===== config.mk =====
export PLATFORM = sky130hd
export DESIGN_NAME = vecmac_job_sched_flat
export DESIGN_NICKNAME = d
export VERILOG_FILES = /design/src/rtl/vecmac_job_sched_if.sv /design/src/rtl/vecmac_job_sched.sv /design/src/flat_wrapper.sv
export SDC_FILE = /design/constraint.sdc
export NUM_CORES = 1
export LEC_CHECK = 0
export ABC_AREA = 1
export BUFFER_PORTS_ARGS = -buffer_cell sky130_fd_sc_hd__buf_2
export CAP_MARGIN = 20
export CORE_MARGIN = 1
export CORE_UTILIZATION = 30
export DETAILED_ROUTE_END_ITERATION = 7
export SETUP_SLACK_MARGIN = 0.3
export SYNTH_ARGS = -nofsm -noshare
export SYNTH_HDL_FRONTEND = slang
export SYNTH_SLANG_ARGS = --single-unit

===== constraint.sdc =====
create_clock -name clk -period 5.8 [get_ports clk]
set_input_delay 0.58 -clock clk [delete_from_list [all_inputs] [get_ports clk]]
set_output_delay 0.58 -clock clk [all_outputs]
set_load 0.02 [all_outputs]

===== src/rtl/vecmac_job_sched_if.sv =====
// Host job ports, operand memory ports, MAC beat/result ports and response port
// of the vecmac job scheduler, bundled into one interface.
interface vecmac_job_sched_if #(
  parameter int unsigned ADDR_W = 10
) ();

  // Requester 0 / 1 job ports
  logic              req0_valid;
  logic [ADDR_W-1:0] req0_base_a;
  logic [ADDR_W-1:0] req0_base_b;
  logic              req0_ready;
  logic              req1_valid;
  logic [ADDR_W-1:0] req1_base_a;
  logic [ADDR_W-1:0] req1_base_b;
  logic              req1_ready;

  // Operand memories (synchronous read, shared strobe)
  logic              mem_rd_en;
  logic [ADDR_W-1:0] mem_a_addr;
  logic [ADDR_W-1:0] mem_b_addr;
  logic [31:0]       mem_a_rdata;
  logic [31:0]       mem_b_rdata;

  // MAC beat stream and result
  logic              vec_valid;
  logic [31:0]       vec_a;
  logic [31:0]       vec_b;
  logic              mac_result_valid;
  logic [31:0]       mac_result_sum;

  // Job response
  logic              rsp_valid;
  logic              rsp_id;
  logic              rsp_err;
  logic [31:0]       rsp_sum;
  logic              busy;

  // Scheduler side
  modport master (
    input  req0_valid, req0_base_a, req0_base_b,
    input  req1_valid, req1_base_a, req1_base_b,
    output req0_ready, req1_ready,
    output mem_rd_en, mem_a_addr, mem_b_addr,
    input  mem_a_rdata, mem_b_rdata,
    output vec_valid, vec_a, vec_b,
    input  mac_result_valid, mac_result_sum,
    output rsp_valid, rsp_id, rsp_err, rsp_sum, busy
  );

  // Environment side (requesters, memories, MAC)
  modport slave (
    output req0_valid, req0_base_a, req0_base_b,
    output req1_valid, req1_base_a, req1_base_b,
    input  req0_ready, req1_ready,
    input  mem_rd_en, mem_a_addr, mem_b_addr,
    output mem_a_rdata, mem_b_rdata,
    input  vec_valid, vec_a, vec_b,
    output mac_result_valid, mac_result_sum,
    input  rsp_valid, rsp_id, rsp_err, rsp_sum, busy
  );

endinterface


===== src/rtl/vecmac_job_sched.sv =====
// Round-robin job scheduler in front of a shared vector MAC: fetches operand
// vectors, streams exactly BEATS beats, waits for the result (with timeout)
// and returns a one-cycle response to the granted requester.
module vecmac_job_sched #(
  parameter int unsigned ELEMS        = 1000,
  parameter int unsigned ACTIVE_LANES = 1,
  parameter int unsigned ADDR_W       = 10,
  parameter int unsigned WAIT_MAX     = 64
) (
  input  logic               clk,
  input  logic               rst_n,
  vecmac_job_sched_if.master bus
);

  localparam int unsigned BEATS = (ELEMS + ACTIVE_LANES - 1) / ACTIVE_LANES;
  localparam int unsigned CNT_W = $clog2(BEATS + 1);
  localparam int unsigned WT_W  = (WAIT_MAX > 1) ? $clog2(WAIT_MAX) : 1;

  // Only 1 or 4 int8 lanes per 32-bit beat are supported
  if (!(ACTIVE_LANES == 1 || ACTIVE_LANES == 4)) begin : g_lanes_chk
    $error("vecmac_job_sched: ACTIVE_LANES must be 1 or 4");
  end

  typedef enum logic [2:0] {
    S_IDLE,
    S_ISSUE,
    S_DRAIN,
    S_WAIT_RES,
    S_RESP
  } state_t;

  state_t            r_state, w_state_nxt;
  logic              r_last, w_last_nxt;
  logic              r_id, w_id_nxt;
  logic [ADDR_W-1:0] r_base_a, w_base_a_nxt;
  logic [ADDR_W-1:0] r_base_b, w_base_b_nxt;
  logic [CNT_W-1:0]  r_cnt, w_cnt_nxt;
  logic [WT_W-1:0]   r_wait, w_wait_nxt;
  logic              r_rd_en, w_rd_en_nxt;
  logic [ADDR_W-1:0] r_a_addr, w_a_addr_nxt;
  logic [ADDR_W-1:0] r_b_addr, w_b_addr_nxt;
  logic              r_vec_valid;
  logic              r_rsp_valid, w_rsp_valid_nxt;
  logic              r_rsp_id, w_rsp_id_nxt;
  logic              r_rsp_err, w_rsp_err_nxt;
  logic [31:0]       r_rsp_sum, w_rsp_sum_nxt;
  logic              r_busy, w_busy_nxt;

  logic              w_idle;
  logic              w_grant;
  logic              w_hs;
  logic [ADDR_W-1:0] w_sel_base_a;
  logic [ADDR_W-1:0] w_sel_base_b;
  logic [CNT_W-1:0]  w_cnt_inc;

  // Grant: on a tie the requester not served last wins, otherwise whoever asks
  always_comb begin
    w_idle       = (r_state == S_IDLE);
    w_grant      = bus.req1_valid & (~bus.req0_valid | ~r_last);
    w_hs         = w_idle & (w_grant ? bus.req1_valid : bus.req0_valid);
    w_sel_base_a = w_grant ? bus.req1_base_a : bus.req0_base_a;
    w_sel_base_b = w_grant ? bus.req1_base_b : bus.req0_base_b;
    w_cnt_inc    = r_cnt + CNT_W'(1);
  end

  assign bus.req0_ready = rst_n & w_idle & ~w_grant;
  assign bus.req1_ready = rst_n & w_idle &  w_grant;

  // Next-state and next-output logic; registered outputs are loaded from here
  always_comb begin
    w_state_nxt     = r_state;
    w_last_nxt      = r_last;
    w_id_nxt        = r_id;
    w_base_a_nxt    = r_base_a;
    w_base_b_nxt    = r_base_b;
    w_cnt_nxt       = r_cnt;
    w_wait_nxt      = r_wait;
    w_rd_en_nxt     = 1'b0;
    w_a_addr_nxt    = r_a_addr;
    w_b_addr_nxt    = r_b_addr;
    w_rsp_valid_nxt = 1'b0;
    w_rsp_id_nxt    = r_rsp_id;
    w_rsp_err_nxt   = r_rsp_err;
    w_rsp_sum_nxt   = r_rsp_sum;

    case (r_state)
      S_IDLE: begin
        if (w_hs) begin
          w_state_nxt  = S_ISSUE;
          w_id_nxt     = w_grant;
          w_base_a_nxt = w_sel_base_a;
          w_base_b_nxt = w_sel_base_b;
          w_cnt_nxt    = '0;
          w_rd_en_nxt  = 1'b1;
          w_a_addr_nxt = w_sel_base_a;
          w_b_addr_nxt = w_sel_base_b;
        end
      end

      S_ISSUE: begin
        // r_cnt is the beat whose address is on the bus this cycle
        w_cnt_nxt = w_cnt_inc;
        if (r_cnt == CNT_W'(BEATS - 1)) begin
          w_state_nxt = S_DRAIN;
        end else begin
          w_rd_en_nxt  = 1'b1;
          w_a_addr_nxt = r_base_a + ADDR_W'(w_cnt_inc);
          w_b_addr_nxt = r_base_b + ADDR_W'(w_cnt_inc);
        end
      end

      S_DRAIN: begin
        w_wait_nxt = '0;
        if (bus.mac_result_valid) begin
          w_state_nxt     = S_RESP;
          w_rsp_valid_nxt = 1'b1;
          w_rsp_id_nxt    = r_id;
          w_rsp_err_nxt   = 1'b0;
          w_rsp_sum_nxt   = bus.mac_result_sum;
        end else begin
          w_state_nxt = S_WAIT_RES;
        end
      end

      S_WAIT_RES: begin
        if (bus.mac_result_valid) begin
          w_state_nxt     = S_RESP;
          w_rsp_valid_nxt = 1'b1;
          w_rsp_id_nxt    = r_id;
          w_rsp_err_nxt   = 1'b0;
          w_rsp_sum_nxt   = bus.mac_result_sum;
        end else if (r_wait == WT_W'(WAIT_MAX - 1)) begin
          w_state_nxt     = S_RESP;
          w_rsp_valid_nxt = 1'b1;
          w_rsp_id_nxt    = r_id;
          w_rsp_err_nxt   = 1'b1;
          w_rsp_sum_nxt   = '0;
        end else begin
          w_wait_nxt = r_wait + WT_W'(1);
        end
      end

      S_RESP: begin
        w_last_nxt  = r_id;
        w_state_nxt = S_IDLE;
      end

      default: begin
        w_state_nxt = S_IDLE;
      end
    endcase

    w_busy_nxt = (w_state_nxt != S_IDLE);
  end

  // State and registered outputs; reset leaves "last served = 1" so req0 wins first tie
  always_ff @(posedge clk or negedge rst_n) begin
    if (!rst_n) begin
      r_state     <= S_IDLE;
      r_last      <= 1'b1;
      r_id        <= 1'b0;
      r_base_a    <= '0;
      r_base_b    <= '0;
      r_cnt       <= '0;
      r_wait      <= '0;
      r_rd_en     <= 1'b0;
      r_a_addr    <= '0;
      r_b_addr    <= '0;
      r_vec_valid <= 1'b0;
      r_rsp_valid <= 1'b0;
      r_rsp_id    <= 1'b0;
      r_rsp_err   <= 1'b0;
      r_rsp_sum   <= '0;
      r_busy      <= 1'b0;
    end else begin
      r_state     <= w_state_nxt;
      r_last      <= w_last_nxt;
      r_id        <= w_id_nxt;
      r_base_a    <= w_base_a_nxt;
      r_base_b    <= w_base_b_nxt;
      r_cnt       <= w_cnt_nxt;
      r_wait      <= w_wait_nxt;
      r_rd_en     <= w_rd_en_nxt;
      r_a_addr    <= w_a_addr_nxt;
      r_b_addr    <= w_b_addr_nxt;
      r_vec_valid <= r_rd_en;
      r_rsp_valid <= w_rsp_valid_nxt;
      r_rsp_id    <= w_rsp_id_nxt;
      r_rsp_err   <= w_rsp_err_nxt;
      r_rsp_sum   <= w_rsp_sum_nxt;
      r_busy      <= w_busy_nxt;
    end
  end

  assign bus.mem_rd_en  = r_rd_en;
  assign bus.mem_a_addr = r_a_addr;
  assign bus.mem_b_addr = r_b_addr;
  assign bus.vec_valid  = r_vec_valid;
  // Memory data passes straight through, held at 0 outside valid beats
  assign bus.vec_a      = r_vec_valid ? bus.mem_a_rdata : 32'h0;
  assign bus.vec_b      = r_vec_valid ? bus.mem_b_rdata : 32'h0;
  assign bus.rsp_valid  = r_rsp_valid;
  assign bus.rsp_id     = r_rsp_id;
  assign bus.rsp_err    = r_rsp_err;
  assign bus.rsp_sum    = r_rsp_sum;
  assign bus.busy       = r_busy;

endmodule


===== src/flat_wrapper.sv =====
// flat-port wrapper written by rule: the top's interface ports become plain ports
module vecmac_job_sched_flat 
#(
  parameter int unsigned ELEMS        = 1000,
  parameter int unsigned ACTIVE_LANES = 1,
  parameter int unsigned ADDR_W       = 10,
  parameter int unsigned WAIT_MAX     = 64
)
  (clk, rst_n, bus_req0_valid, bus_req0_base_a, bus_req0_base_b, bus_req1_valid, bus_req1_base_a, bus_req1_base_b, bus_req0_ready, bus_req1_ready, bus_mem_rd_en, bus_mem_a_addr, bus_mem_b_addr, bus_mem_a_rdata, bus_mem_b_rdata, bus_vec_valid, bus_vec_a, bus_vec_b, bus_mac_result_valid, bus_mac_result_sum, bus_rsp_valid, bus_rsp_id, bus_rsp_err, bus_rsp_sum, bus_busy);
  vecmac_job_sched_if #(.ADDR_W(ADDR_W)) bus_i ();
  input  logic clk;
  input  logic rst_n;
  input wire logic [$bits(bus_i.req0_valid)-1:0] bus_req0_valid;
  input wire logic [$bits(bus_i.req0_base_a)-1:0] bus_req0_base_a;
  input wire logic [$bits(bus_i.req0_base_b)-1:0] bus_req0_base_b;
  input wire logic [$bits(bus_i.req1_valid)-1:0] bus_req1_valid;
  input wire logic [$bits(bus_i.req1_base_a)-1:0] bus_req1_base_a;
  input wire logic [$bits(bus_i.req1_base_b)-1:0] bus_req1_base_b;
  output wire logic [$bits(bus_i.req0_ready)-1:0] bus_req0_ready;
  output wire logic [$bits(bus_i.req1_ready)-1:0] bus_req1_ready;
  output wire logic [$bits(bus_i.mem_rd_en)-1:0] bus_mem_rd_en;
  output wire logic [$bits(bus_i.mem_a_addr)-1:0] bus_mem_a_addr;
  output wire logic [$bits(bus_i.mem_b_addr)-1:0] bus_mem_b_addr;
  input wire logic [$bits(bus_i.mem_a_rdata)-1:0] bus_mem_a_rdata;
  input wire logic [$bits(bus_i.mem_b_rdata)-1:0] bus_mem_b_rdata;
  output wire logic [$bits(bus_i.vec_valid)-1:0] bus_vec_valid;
  output wire logic [$bits(bus_i.vec_a)-1:0] bus_vec_a;
  output wire logic [$bits(bus_i.vec_b)-1:0] bus_vec_b;
  input wire logic [$bits(bus_i.mac_result_valid)-1:0] bus_mac_result_valid;
  input wire logic [$bits(bus_i.mac_result_sum)-1:0] bus_mac_result_sum;
  output wire logic [$bits(bus_i.rsp_valid)-1:0] bus_rsp_valid;
  output wire logic [$bits(bus_i.rsp_id)-1:0] bus_rsp_id;
  output wire logic [$bits(bus_i.rsp_err)-1:0] bus_rsp_err;
  output wire logic [$bits(bus_i.rsp_sum)-1:0] bus_rsp_sum;
  output wire logic [$bits(bus_i.busy)-1:0] bus_busy;
  assign bus_i.req0_valid = bus_req0_valid;
  assign bus_i.req0_base_a = bus_req0_base_a;
  assign bus_i.req0_base_b = bus_req0_base_b;
  assign bus_i.req1_valid = bus_req1_valid;
  assign bus_i.req1_base_a = bus_req1_base_a;
  assign bus_i.req1_base_b = bus_req1_base_b;
  assign bus_req0_ready = bus_i.req0_ready;
  assign bus_req1_ready = bus_i.req1_ready;
  assign bus_mem_rd_en = bus_i.mem_rd_en;
  assign bus_mem_a_addr = bus_i.mem_a_addr;
  assign bus_mem_b_addr = bus_i.mem_b_addr;
  assign bus_i.mem_a_rdata = bus_mem_a_rdata;
  assign bus_i.mem_b_rdata = bus_mem_b_rdata;
  assign bus_vec_valid = bus_i.vec_valid;
  assign bus_vec_a = bus_i.vec_a;
  assign bus_vec_b = bus_i.vec_b;
  assign bus_i.mac_result_valid = bus_mac_result_valid;
  assign bus_i.mac_result_sum = bus_mac_result_sum;
  assign bus_rsp_valid = bus_i.rsp_valid;
  assign bus_rsp_id = bus_i.rsp_id;
  assign bus_rsp_err = bus_i.rsp_err;
  assign bus_rsp_sum = bus_i.rsp_sum;
  assign bus_busy = bus_i.busy;
  vecmac_job_sched #(.ELEMS(ELEMS), .ACTIVE_LANES(ACTIVE_LANES), .ADDR_W(ADDR_W), .WAIT_MAX(WAIT_MAX)) u_core (.clk(clk), .rst_n(rst_n), .bus(bus_i));
endmodule

# After elaboration in Yosys (flattened, before gate mapping)
# Index checks and enable logic that the tools add are counted.
word_totals:
  register_bits: 99
  in_bits: 141
  out_inout_bits: 124
  word_cells: 91
op_classes:
  add_sub_neg: 4
  eq_ne: 12
  n_mux: 41
  bitwise_logic: 9
  n_reduce_logical: 9
op_table:
  columns: ["cell", "n"]
  rows:
  - ["$mux W32", 5]
  - ["$mux W10", 7]
  - ["$pmux W32 S2", 1]
  - ["$pmux W10 S2", 3]
  - ["$add A10 B10 Y10", 2]
  - ["$mux W3", 5]
  - ["$mux W1", 12]
  - ["$mux W6", 2]
  - ["$pmux W3 S4", 1]
  - ["$pmux W6 S2", 1]
  - ["$add A10 B1 Y10 const B", 1]
  - ["$eq A10 B10 Y1 const B", 1]
  - ["$ne A2 B2 Y1 const B", 5]
  - ["$reduce_and A3 Y1", 3]
  - ["$pmux W1 S2", 4]
  - ["$add A6 B1 Y6 const B", 1]
  - ["$eq A3 B2 Y1 const B", 2]
  - ["$eq A6 B6 Y1 const B", 1]
  - ["$and A1 B1 Y1", 5]
  - ["$reduce_and A2 Y1", 2]
  - ["$reduce_bool A2 Y1", 2]
  - ["$eq A3 B1 Y1 const B", 1]
  - ["$eq A3 B3 Y1 const B", 1]
  - ["$logic_not A3 Y1", 1]
  - ["other kinds (4)", 6]

# Depth between registers and ports, before layout
# Gate-level depths: netlist (run 1).
logic_depth:
  depth_word: 8
  depth_mapped: 18
  mapped_depth_nobuf: 18

# Worst setup path before layout (run 1)
# Ideal clock, no wire load.
synth_path:
  kind: "register -> register"
  start: "register u_core.r_cnt[0]"
  end: "register u_core.r_a_addr[9] (netlist: u_core.bus.mem_a_addr[9])"
  setup_time_ps: 116
  arrival_ps: 2003
  required_ps: 5684
  setup_slack_ps: 3681
  path_stages_with_launch: 15
  path_buffers: 0
  synth_period_minus_slack_ps: 2119
  path_cell_list: "dfrtp_1 ha_1 nand2_1 nor2_1 a21oi_1 a21oi_1 ha_1 nand2_1 nand2_1 a21oi_1 nand3_1 nand3_1 nand3_1 nand2_1 nand2_1"
synth_between:
  elab_chain_len: 4
  elab_cells_between_ends: 7
  classes_between: "add/sub (2); eq/ne (2); mux (2); reduce/logical (1)"
synth_lines:
  columns: ["element", "line", "source"]
  rows:
  - ["from (decl)", "vecmac_job_sched.sv:37", "logic [CNT_W-1:0] r_cnt, w_cnt_nxt;"]
  - ["from (signal assigned)", "vecmac_job_sched.sv:181", "r_cnt <= w_cnt_nxt;"]
  - ["$add A10 B1 Y10", "vecmac_job_sched.sv:63", "w_cnt_inc = r_cnt + CNT_W'(1);"]
  - ["$add A10 B10 Y10", "vecmac_job_sched.sv:107", "w_a_addr_nxt = r_base_a + ADDR_W'(w_cnt_inc);"]
  - ["$mux W10", "vecmac_job_sched.sv:103", "if (r_cnt == CNT_W'(BEATS - 1)) begin"]
  - ["$pmux W10 S2", "vecmac_job_sched.sv:86", "case (r_state)"]
  - ["to (signal assigned)", "vecmac_job_sched.sv:184", "r_a_addr <= w_a_addr_nxt;"]
  - ["to (decl)", "vecmac_job_sched.sv:40", "logic [ADDR_W-1:0] r_a_addr, w_a_addr_nxt;"]
# Parallel ways exist; a longest one is shown, timed or not. The select of a mux whose other input is x is not followed.
# A chain may end at the register's enable or synchronous reset.

# Worst setup path in the final report (run 1)
layout_path:
  start: "register u_core.r_cnt[1]"
  end: "register u_core.r_a_addr[9] (netlist: u_core.bus.mem_a_addr[9])"
# Same word-level chain as after synthesis.

==> impl_metrics.json, run 1 <==
{
  "vias_per_cell": 4.58,
  "cp_cell_sequence": "ha_1 > nand2_1 > nor2_1 > a21oi_1 > a21oi_1 > ha_1 > nand2_1 > nand2_1 > a21oi_1 > nand3_1 > nand3_1 > nand3_1 > nand2_1 > nand2_1",
  "insertion_delay_ps": 360,
  "synth_edf_count": 0,
  "drtIter0Drc": 297,
  "final.fill_count": 1887,
  "dpl-instance-area_um2": 7240,
  "critPathCaptureType": "flop",
  "grt_pass1_wl_um": 26800,
  "grt_overflow": 0,
  "status": "completed",
  "die_h_um": 140,
  "setup_viol": 0,
  "crit_required_ps": 6050,
  "hold_buffers": 0,
  "leakage_nw": 4.52,
  "finalSetupTns_ps": 0,
  "holdWs_ps": 300,
  "grt_antenna_before_repair": 0,
  "num_rows": 50,
  "synth.area.top_cells": "dfrtp_1, nand2_1, inv_1",
  "yosys.cell_types.count": 36,
  "rrSetupSlack_ps": 3260,
  "ys_ff_latch": 99,
  "hold_violations": 0,
  "yosys_warnings": 0,
  "start_util": 0.306,
  "async_reset_ff_frac": 1.00,
  "grt_use_total": 0.174,
  "n_antenna_cell": 0,
  "grt_pass1_vias": 5268,
  "cp.arrival_ps": 2790,
  "synth_top_cell_by_area": "dfrtp_1",
  "die_area_um2": 19600,
  "post_cts_resized": 0,
  "synth_top_area_share": 0.429,
  "tightestPinTransition_ps": 1020,
  "syn_inst": 739,
  "syn_nets": 902,
  "crit_family": "simple AND/OR/NAND/NOR gates",
  "critPathLaunch": "u_core.r_cnt[1]",
  "fin_nets": 1154,
  "fp.dieW_um": 140,
  "clk_pin_slew_ps": 70,
  "period_needed_ps": 2540,
  "design_area_um2": 7580,
  "clk_path_buf_depth": 2,
  "timing.fmax_mhz": 393,
  "ys_seq_area_frac": 0.434,
  "vias": 5635,
  "final_max_slew_viol_count": 0,
  "fp.coreArea_um2": 18700,
  "postCtsSetupBuffers": 0,
  "cp_max_fo": 6,
  "hold_class": "in2async",
  "totalWireLength_um": 16900,
  "worst_ir_drop_vdd_mv": 0.215,
  "first_pass_iters": 4,
  "netlist_area_um2": 5720,
  "drive_gt1_frac": 0.307,
  "total_power_mw": 3.91,
  "dp_hpwl_um": 12700,
  "fin_crit_sh": 0.439,
  "gp_congestion": 0.903,
  "synth_ff_type": "dfrtp_1",
  "cp_common_cell": "nand2_1",
  "slowest_delay_ps": 380,
  "cap_viol_max_count": 0,
  "io_buffers": 264,
  "worstReg2RegStart": "u_core.r_cnt[1]",
  "avgSynthCellArea_um2": 7.74,
  "tritoncts": "built",
  "register_area_um2": 2480,
  "clk_root_buffer_cell": "clkbuf_16",
  "path_class": "reg2reg",
  "path_buf_inv": 0,
  "drt-wirelength-per-cell_um": 13.7,
  "syn2layout_area_growth_pct": 32.6,
  "cpMaxStageDelayCell": "dfrtp_1",
  "drtAntennaViolNets": 0,
  "power.density_nw_per_um2": 516,
  "htreeDepth": 3,
  "cts_buffers": 9,
  "startpoint_type": "flop",
  "worstRegToRegCells": 14,
  "r2r_end": "u_core.bus.mem_a_addr[9]",
  "grt_max_degree": 66,
  "clock_skew_ps": 9.26,
  "grt_setup_unrepaired": "false",
  "slew_headroom": 0.317,
  "numClockSinks": 99,
  "multiInputGateArea_um2": 2670,
  "drcViolationCount": 0,
  "ios": 265
}
==> worst max-delay path by stage <==
| stage | cells past startpoint | slack (ps) | end |
|---|---|---|---|
| after detailed placement | 5 | 3150 | bus_req1_ready |
| after floorplan | 14 | 3680 | u_core.bus.mem_a_addr[9] |
| after global placement | 5 | 3210 | bus_req1_ready |
| after global routing | 15 | 2950 | u_core.bus.mem_a_addr[9] |
| after CTS | 4 | 2970 | bus_req1_ready |
| final | 14 | 3260 | u_core.bus.mem_a_addr[9] |
==> power breakdown <==
part	switching, mW	total [mW]	leakage (nW)	internal [mW]
combinational	1.37	2.15	3.16	0.779
clock	0.295	0.641	0.152	0.346
sequential	0.188	1.12	1.21	0.933
==> layer usage <==
layer / track usage / vias up / share of wire
li1: - / 2885 / -
met1: 0.217 / 2601 / 0.45
met2: 0.305 / 130 / 0.50
met3: 0.0318 / 19 / 0.035
met4: 0.0474 / 0 / 0.013
met5: 0 / - / 0
==> placed cells by master, fill, tap and decap left out, drive strengths merged <==
| master | Yosys | layout |
|---|---|---|
| buf | 17 | 271 |
| nand2 | 235 | 235 |
| inv | 113 | 117 |
| dfrtp | 98 | 98 |
| nand3 | 51 | 51 |
| o21ai | 35 | 35 |
| a22o | 33 | 33 |
| a21oi | 33 | 33 |
| nor2 | 28 | 28 |
| ha | 20 | 20 |
| xor2 | 10 | 10 |
| clkbuf | 13 | 9 |
| nand4 | 8 | 8 |
| mux2 | 8 | 8 |
| a31oi | 8 | 8 |
| o21a | 6 | 6 |
| mux2i | 6 | 6 |
| xnor2 | 3 | 3 |
| nor3 | 3 | 3 |
| nand3b | 2 | 2 |
| o211ai | 2 | 2 |
| o31ai | 2 | 2 |
| fa | 2 | 2 |
| clkinv | 1 | 2 |
| o22ai | 1 | 1 |
| bufinv | 0 | 1 |
| clkinvlp | 0 | 1 |
| dfstp | 1 | 1 |
==> per-stage QoR <==
stage	setup slack [ps]	utilization	instances
2_1_floorplan	3680	-	739
3_3_place_gp	3210	0.387	1213
3_5_place_dp	3150	0.387	1213
4_1_cts	2970	0.404	1229
5_1_grt	2950	0.405	1230
6_report	3260	0.405	1230
==> registers in the layout, indices dropped and copies added, names as in the netlist <==
name,flops
u_core.r_last,1
u_core.r_base_b,10
u_core.bus.rsp_valid,1
u_core.r_base_a,10
u_core.r_cnt,10
u_core.bus.mem_b_addr,10
u_core.bus.rsp_sum,32
u_core.bus.mem_a_addr,10
u_core.r_id,1
u_core.bus.rsp_err,1
u_core.r_wait,6
u_core.bus.rsp_id,1
u_core.bus.busy,1
u_core.bus.mem_rd_en,1
u_core.r_state,3
u_core.bus.vec_valid,1
==> cell usage after synthesis (6+ instances only) <==
master    number
nand2_1      234
inv_1        111
dfrtp_1       98
nand3_1       51
a22o_1        33
a21oi_1       31
o21ai_0       30
nor2_1        27
ha_1          20
clkbuf_1      13
xor2_1        10
a31oi_1        8
buf_2          8
mux2_2         8
nand4_1        8
mux2i_1        6
o21a_1         6
==> worst register-to-register path: cells and delay by family, from the launching register on <==
| family | cells | cell delay [ps] |
|---|---|---|
| fa+ha+maj | 2 | 540 |
| flops | 1 | 380 |
| simple gates | 9 | 1010 |
| compound gates | 3 | 510 |
==> cells by family after synthesis <==
group                      after synthesis  synth area share
muxes                                   14            0.0263
buffers and inverters                  144             0.100
AOI/OAI and AO/OA                      120             0.135
xor gates and xnor gates                13            0.0199
DFF                                     99             0.434
adders and majority gates               22            0.0508
and+or+nand+nor                        327             0.234
==> area by class of cell <==
class                      instances  share of cell area
timing repair buffer             271               0.184
clock buffer                       9              0.0297
sequential                        99               0.327
multi-input combinational        496               0.352
inverter                         114              0.0564
tap                              234              0.0386
clock inverter                     7              0.0120
(Power assumes the default switching activity.)
==> inputs of run 2 (changes only) <==
==> constraint.sdc (replaced) <==
create_clock -name clk -period 2.36 [get_ports clk]
set_input_delay 0.236 -clock clk [delete_from_list [all_inputs] [get_ports clk]]
set_output_delay 0.236 -clock clk [all_outputs]
set_load 0.02 [all_outputs]
==> impl_metrics.json, run 2 (same netlist as run 1, synthesis figures left out) <==
{
  "status": "finished with violations",
  "violations": "negative hold slack",
  "worst_ir_drop_vdd_mv": 0.727,
  "cp_common_cell": "nand3_2",
  "grt_max_degree": 100,
  "startpoint_type": "flop",
  "finalSetupTns_ps": 0,
  "clock_skew_ps": 12.9,
  "dp_hpwl_um": 12900,
  "clk_path_buf_depth": 2,
  "crit_required_ps": 2610,
  "cpMaxStageDelayCell": "dfrtp_1",
  "cts_buffers": 9,
  "slowest_delay_ps": 420,
  "fin_crit_sh": 0.932,
  "holdWs_ps": -6.26,
  "leakage_nw": 4.72,
  "grt_pass1_wl_um": 27800,
  "drtAntennaViolNets": 0,
  "n_antenna_cell": 0,
  "slew_headroom": 0.574,
  "syn2layout_area_growth_pct": 43.9,
  "die_h_um": 140,
  "hold_class": "in2async",
  "clk_pin_slew_ps": 80,
  "totalWireLength_um": 17500,
  "gp_congestion": 0.889,
  "dpl-instance-area_um2": 7390,
  "cp_cell_sequence": "ha_4 > nand2_4 > nor2_4 > a21oi_2 > a21oi_4 > ha_4 > nand2_2 > nand2_2 > a21oi_2 > nand3_2 > nand3_2 > nand3_2 > nand2_1 > nand2_1",
  "cap_viol_max_count": 0,
  "timing.fmax_mhz": 455,
  "num_rows": 50,
  "start_util": 0.306,
  "hold_violations": 17,
  "die_area_um2": 19600,
  "grt_antenna_before_repair": 0,
  "grt_overflow": 0,
  "path_class": "reg2reg",
  "drive_gt1_frac": 0.391,
  "first_pass_iters": 4,
  "mostFrequentLayoutCell": "buf_2",
  "grt_pass1_vias": 5468,
  "fin_nets": 1178,
  "final.fill_count": 1891,
  "setup_viol": 0,
  "pre_cts_ws_ps": 28.5,
  "grt_setup_unrepaired": "true",
  "hold_buffers": 0,
  "tritoncts": "built",
  "fp.coreArea_um2": 18700,
  "insertion_delay_ps": 360,
  "vias": 5741,
  "period_needed_ps": 2200,
  "worst_slack_ps": 160,
  "drt-wirelength-per-cell_um": 13.9,
  "drtIter0Drc": 265,
  "fp.dieW_um": 140,
  "tightestPinTransition_ps": 639,
  "power.density_nw_per_um2": 1310,
  "design_area_um2": 8230,
  "final_max_slew_viol_count": 0,
  "largest_register_ffs": 32,
  "critPathCaptureType": "flop",
  "layout_common_cells": "buf_2, nand2_1, inv_1",
  "numClockSinks": 99,
  "clk_root_buffer_cell": "clkbuf_16",
  "cp.arrival_ps": 2450,
  "ios": 265,
  "io_buffers": 264,
  "vias_per_cell": 4.58,
  "drcViolationCount": 0,
  "utilization": 0.440,
  "htreeDepth": 3,
  "cp_max_fo": 5,
  "grt_use_total": 0.179
}
-- run 2: cell types whose count changed in the layout (fill, tap and decap cells not counted), sizes merged --
cell	before	now
inv	117	116
buf	271	295
clkinvlp	1	2
-- run 2: routing by layer --
layer | part of all wire | track usage | vias to the layer above
met5 | 0 | 0 | -
met4 | 0.014 | 0.0503 | 0
met2 | 0.51 | 0.316 | 124
li1 | - | - | 2924
met1 | 0.44 | 0.222 | 2675
met3 | 0.036 | 0.0318 | 18
-- run 2: worst paths after layout --
check                                          start                       end  slack [ps]  cells after the start
min in group clk                bus_mac_result_valid        u_core.bus.rsp_err          80                      2
worst max register to register       u_core.r_cnt[0]  u_core.bus.mem_a_addr[9]         160                     14
worst min-delay path                           rst_n    u_core.bus.rsp_sum[25]          -6                      2
worst max-delay path                 u_core.r_cnt[0]  u_core.bus.mem_a_addr[9]         160                     14
worst min register to register  u_core.bus.mem_rd_en      u_core.bus.vec_valid         370                      0
max in group asynchronous                      rst_n      u_core.bus.vec_valid        1960                      2
-- run 2: repair_timing --
action | in CTS | in global routing
pin swaps | 26 | 25
setup endpoints to repair | 19 | 20
gates resized for setup | 52 | 39
cloned | 0 | 0
buffers inserted | 12 | 2
-- run 2: per-stage QoR --
step                std cells  power [mW]
floorplan                 739        6.48
global placement         1224        8.22
detailed placement       1224        8.24
CTS                      1252        10.5
global route             1254        11.6
finish                   1254        10.8
-- run 2: cell type report --
class / instances / area, µm² / share of cell area
multi-input cells: 496 / 3070 / 0.373
well taps: 234 / 293 / 0.0356
inverters: 114 / 434 / 0.0528
clock buffers: 9 / 225 / 0.0274
repair buffers: 295 / 1630 / 0.198
flip-flops and latches: 99 / 2480 / 0.302
clock inverters: 7 / 93.8 / 0.0114
-- run 2: where the power goes --
part	switching [mW]	internal, mW
Combinational	3.84	2.61
Sequential	0.461	2.29
Clock	0.720	0.854
Total	5.02	5.75
-- run 2: critical path, delay by kind of cell (launching register included) --
family | cells | cell delay (ps)
and+or+nand+nor | 9 | 760
DFF | 1 | 420
AOI/OAI and AO/OA | 3 | 450
adders and majority gates | 2 | 450
==> inputs of run 3 (changes only) <==
--- a/config.mk
+++ b/config.mk
@@ -11,6 +11,7 @@
 export CORE_MARGIN = 1
 export CORE_UTILIZATION = 30
 export DETAILED_ROUTE_END_ITERATION = 7
+export RECOVER_POWER = 25
 export SETUP_SLACK_MARGIN = 0.3
 export SYNTH_ARGS = -nofsm -noshare
 export SYNTH_HDL_FRONTEND = slang
==> impl_metrics.json, run 3 (same netlist as run 1, synthesis figures left out) <==
{
  "status": "completed",
  "pre_cts_ws_ps": 28.5,
  "dp_hpwl_um": 12900,
  "fin_nets": 1178,
  "tritoncts": "built",
  "fin_crit_sh": 0.932,
  "mostFrequentLayoutCell": "buf_2",
  "design_area_um2": 8210,
  "htreeDepth": 3,
  "clk_root_buffer_cell": "clkbuf_16",
  "worstReg2RegStart": "u_core.r_cnt[0]",
  "r2r_end": "u_core.bus.mem_a_addr[9]",
  "critPathCaptureType": "flop",
  "gp_congestion": 0.889,
  "slew_headroom": 0.0802,
  "clock_skew_ps": 13.4,
  "cp.arrival_ps": 2450,
  "drcViolationCount": 0,
  "hold_buffers": 0,
  "multiInputGateArea_um2": 3070,
  "grt_antenna_before_repair": 0,
  "numClockSinks": 99,
  "start_util": 0.306,
  "fp.dieW_um": 140,
  "hold_class": "in2reg",
  "insertion_delay_ps": 360,
  "worstRegToRegCells": 14,
  "clk_pin_slew_ps": 70,
  "die_area_um2": 19600,
  "dpl-instance-area_um2": 7390,
  "worst_ir_drop_vdd_mv": 0.726,
  "fp.coreArea_um2": 18700,
  "drt-wirelength-per-cell_um": 13.9,
  "setup_viol": 0,
  "leakage_nw": 4.71,
  "largest_register_ffs": 32,
  "crit_required_ps": 2610,
  "ios": 265,
  "register_area_um2": 2480,
  "clk_path_buf_depth": 2,
  "io_buffers": 264,
  "totalWireLength_um": 17400,
  "vias": 5777,
  "rrSetupSlack_ps": 160,
  "hp-start": "bus_mac_result_valid",
  "finalSetupTns_ps": 0,
  "power.density_nw_per_um2": 1310,
  "final.fill_count": 1891,
  "grt_pass1_wl_um": 27800,
  "grt_use_total": 0.179,
  "n_antenna_cell": 0,
  "worstHoldPathCells": 2,
  "die_h_um": 140,
  "path_class": "reg2reg",
  "layout_common_cells": "buf_2, nand2_1, inv_1",
  "hold_end": "u_core.bus.rsp_err",
  "period_needed_ps": 2200,
  "worst_slack_ps": 161,
  "grt_pass1_vias": 5468,
  "num_rows": 50,
  "first_pass_iters": 5,
  "grt_overflow": 0,
  "timing.fmax_mhz": 455,
  "tightestPinTransition_ps": 1380,
  "cap_viol_max_count": 0,
  "vias_per_cell": 4.61,
  "drtIter0Drc": 297,
  "syn2layout_area_growth_pct": 43.6,
  "drtAntennaViolNets": 0,
  "grt_setup_unrepaired": "true",
  "grt_max_degree": 100,
  "hold_violations": 0,
  "cp_max_fo": 5,
  "final_max_slew_viol_count": 0,
  "cts_buffers": 9,
  "startpoint_type": "flop",
  "drive_gt1_frac": 0.390
}
-- run 3: cell count changes in the layout (fill, tap and decap cells not counted) --
cell	before	now
clkbuf_4	0	1
clkbuf_1	0	1
buf_12	5	4
buf_4	25	24
-- run 3: metal layers --
metal	global-route usage	vias to the layer above	part of all wire
met3	0.0318	19	0.033
met5	0	-	0
met2	0.316	142	0.51
met4	0.0503	0	0.015
met1	0.222	2692	0.44
li1	-	2924	-
-- run 3: worst max-delay path, stage by stage, from the launching register on --
cell and delay (ps):
dfrtp_1 420, ha_4 190, nand2_4 60, nor2_4 190, a21oi_2 100, a21oi_4 200, ha_4 260, nand2_2 70
nand2_2 70, a21oi_2 150, nand3_2 130, nand3_2 90, nand3_2 50, nand2_1 60, nand2_1 40
-- run 3: worst max path at each step --
stage	from	endpoint	slack (ps)
finish	u_core.r_cnt[0]	u_core.bus.mem_a_addr[9]	160
global route	u_core.r_cnt[0]	u_core.bus.mem_b_addr[9]	20
CTS	u_core.r_cnt[2]	u_core.bus.mem_b_addr[9]	220
detailed placement	u_core.r_cnt[1]	u_core.bus.mem_a_addr[9]	30
global placement	u_core.r_cnt[0]	u_core.bus.mem_a_addr[9]	60
floorplan	u_core.r_cnt[0]	u_core.bus.mem_a_addr[9]	290
-- run 3: stage by stage --
step	total power, mW	cells	hold WS (ps)	util
6_report	10.8	1254	75.4	0.439
5_1_grt	11.6	1254	79.7	0.439
4_1_cts	10.5	1252	13.0	0.432
3_5_place_dp	8.24	1224	358	0.395
3_3_place_gp	8.22	1224	358	0.395
2_1_floorplan	6.48	739	-59.6	-
-- run 3: report_power, final --
part / internal [mW] / total, mW / leakage (nW) / switching, mW
registers: 2.29 / 2.75 / 1.21 / 0.460
logic: 2.60 / 6.43 / 3.35 / 3.83
clock network: 0.854 / 1.58 / 0.153 / 0.722
-- run 3: what timing repair did --
action	4_1_cts	5_1_grt
gates cloned	0	0
gates resized for setup	52	39
pin swaps	26	25
setup buffers	12	2
setup endpoints to repair	19	20
-- run 3: final cells by class --
| type | count | area share |
|---|---|---|
| Multi-Input combinational cell | 496 | 0.374 |
| Inverter | 114 | 0.0529 |
| Timing Repair Buffer | 295 | 0.196 |
| Clock buffer | 9 | 0.0274 |
| Clock inverter | 7 | 0.0114 |
| Tap cell | 234 | 0.0357 |
| Sequential cell | 99 | 0.302 |
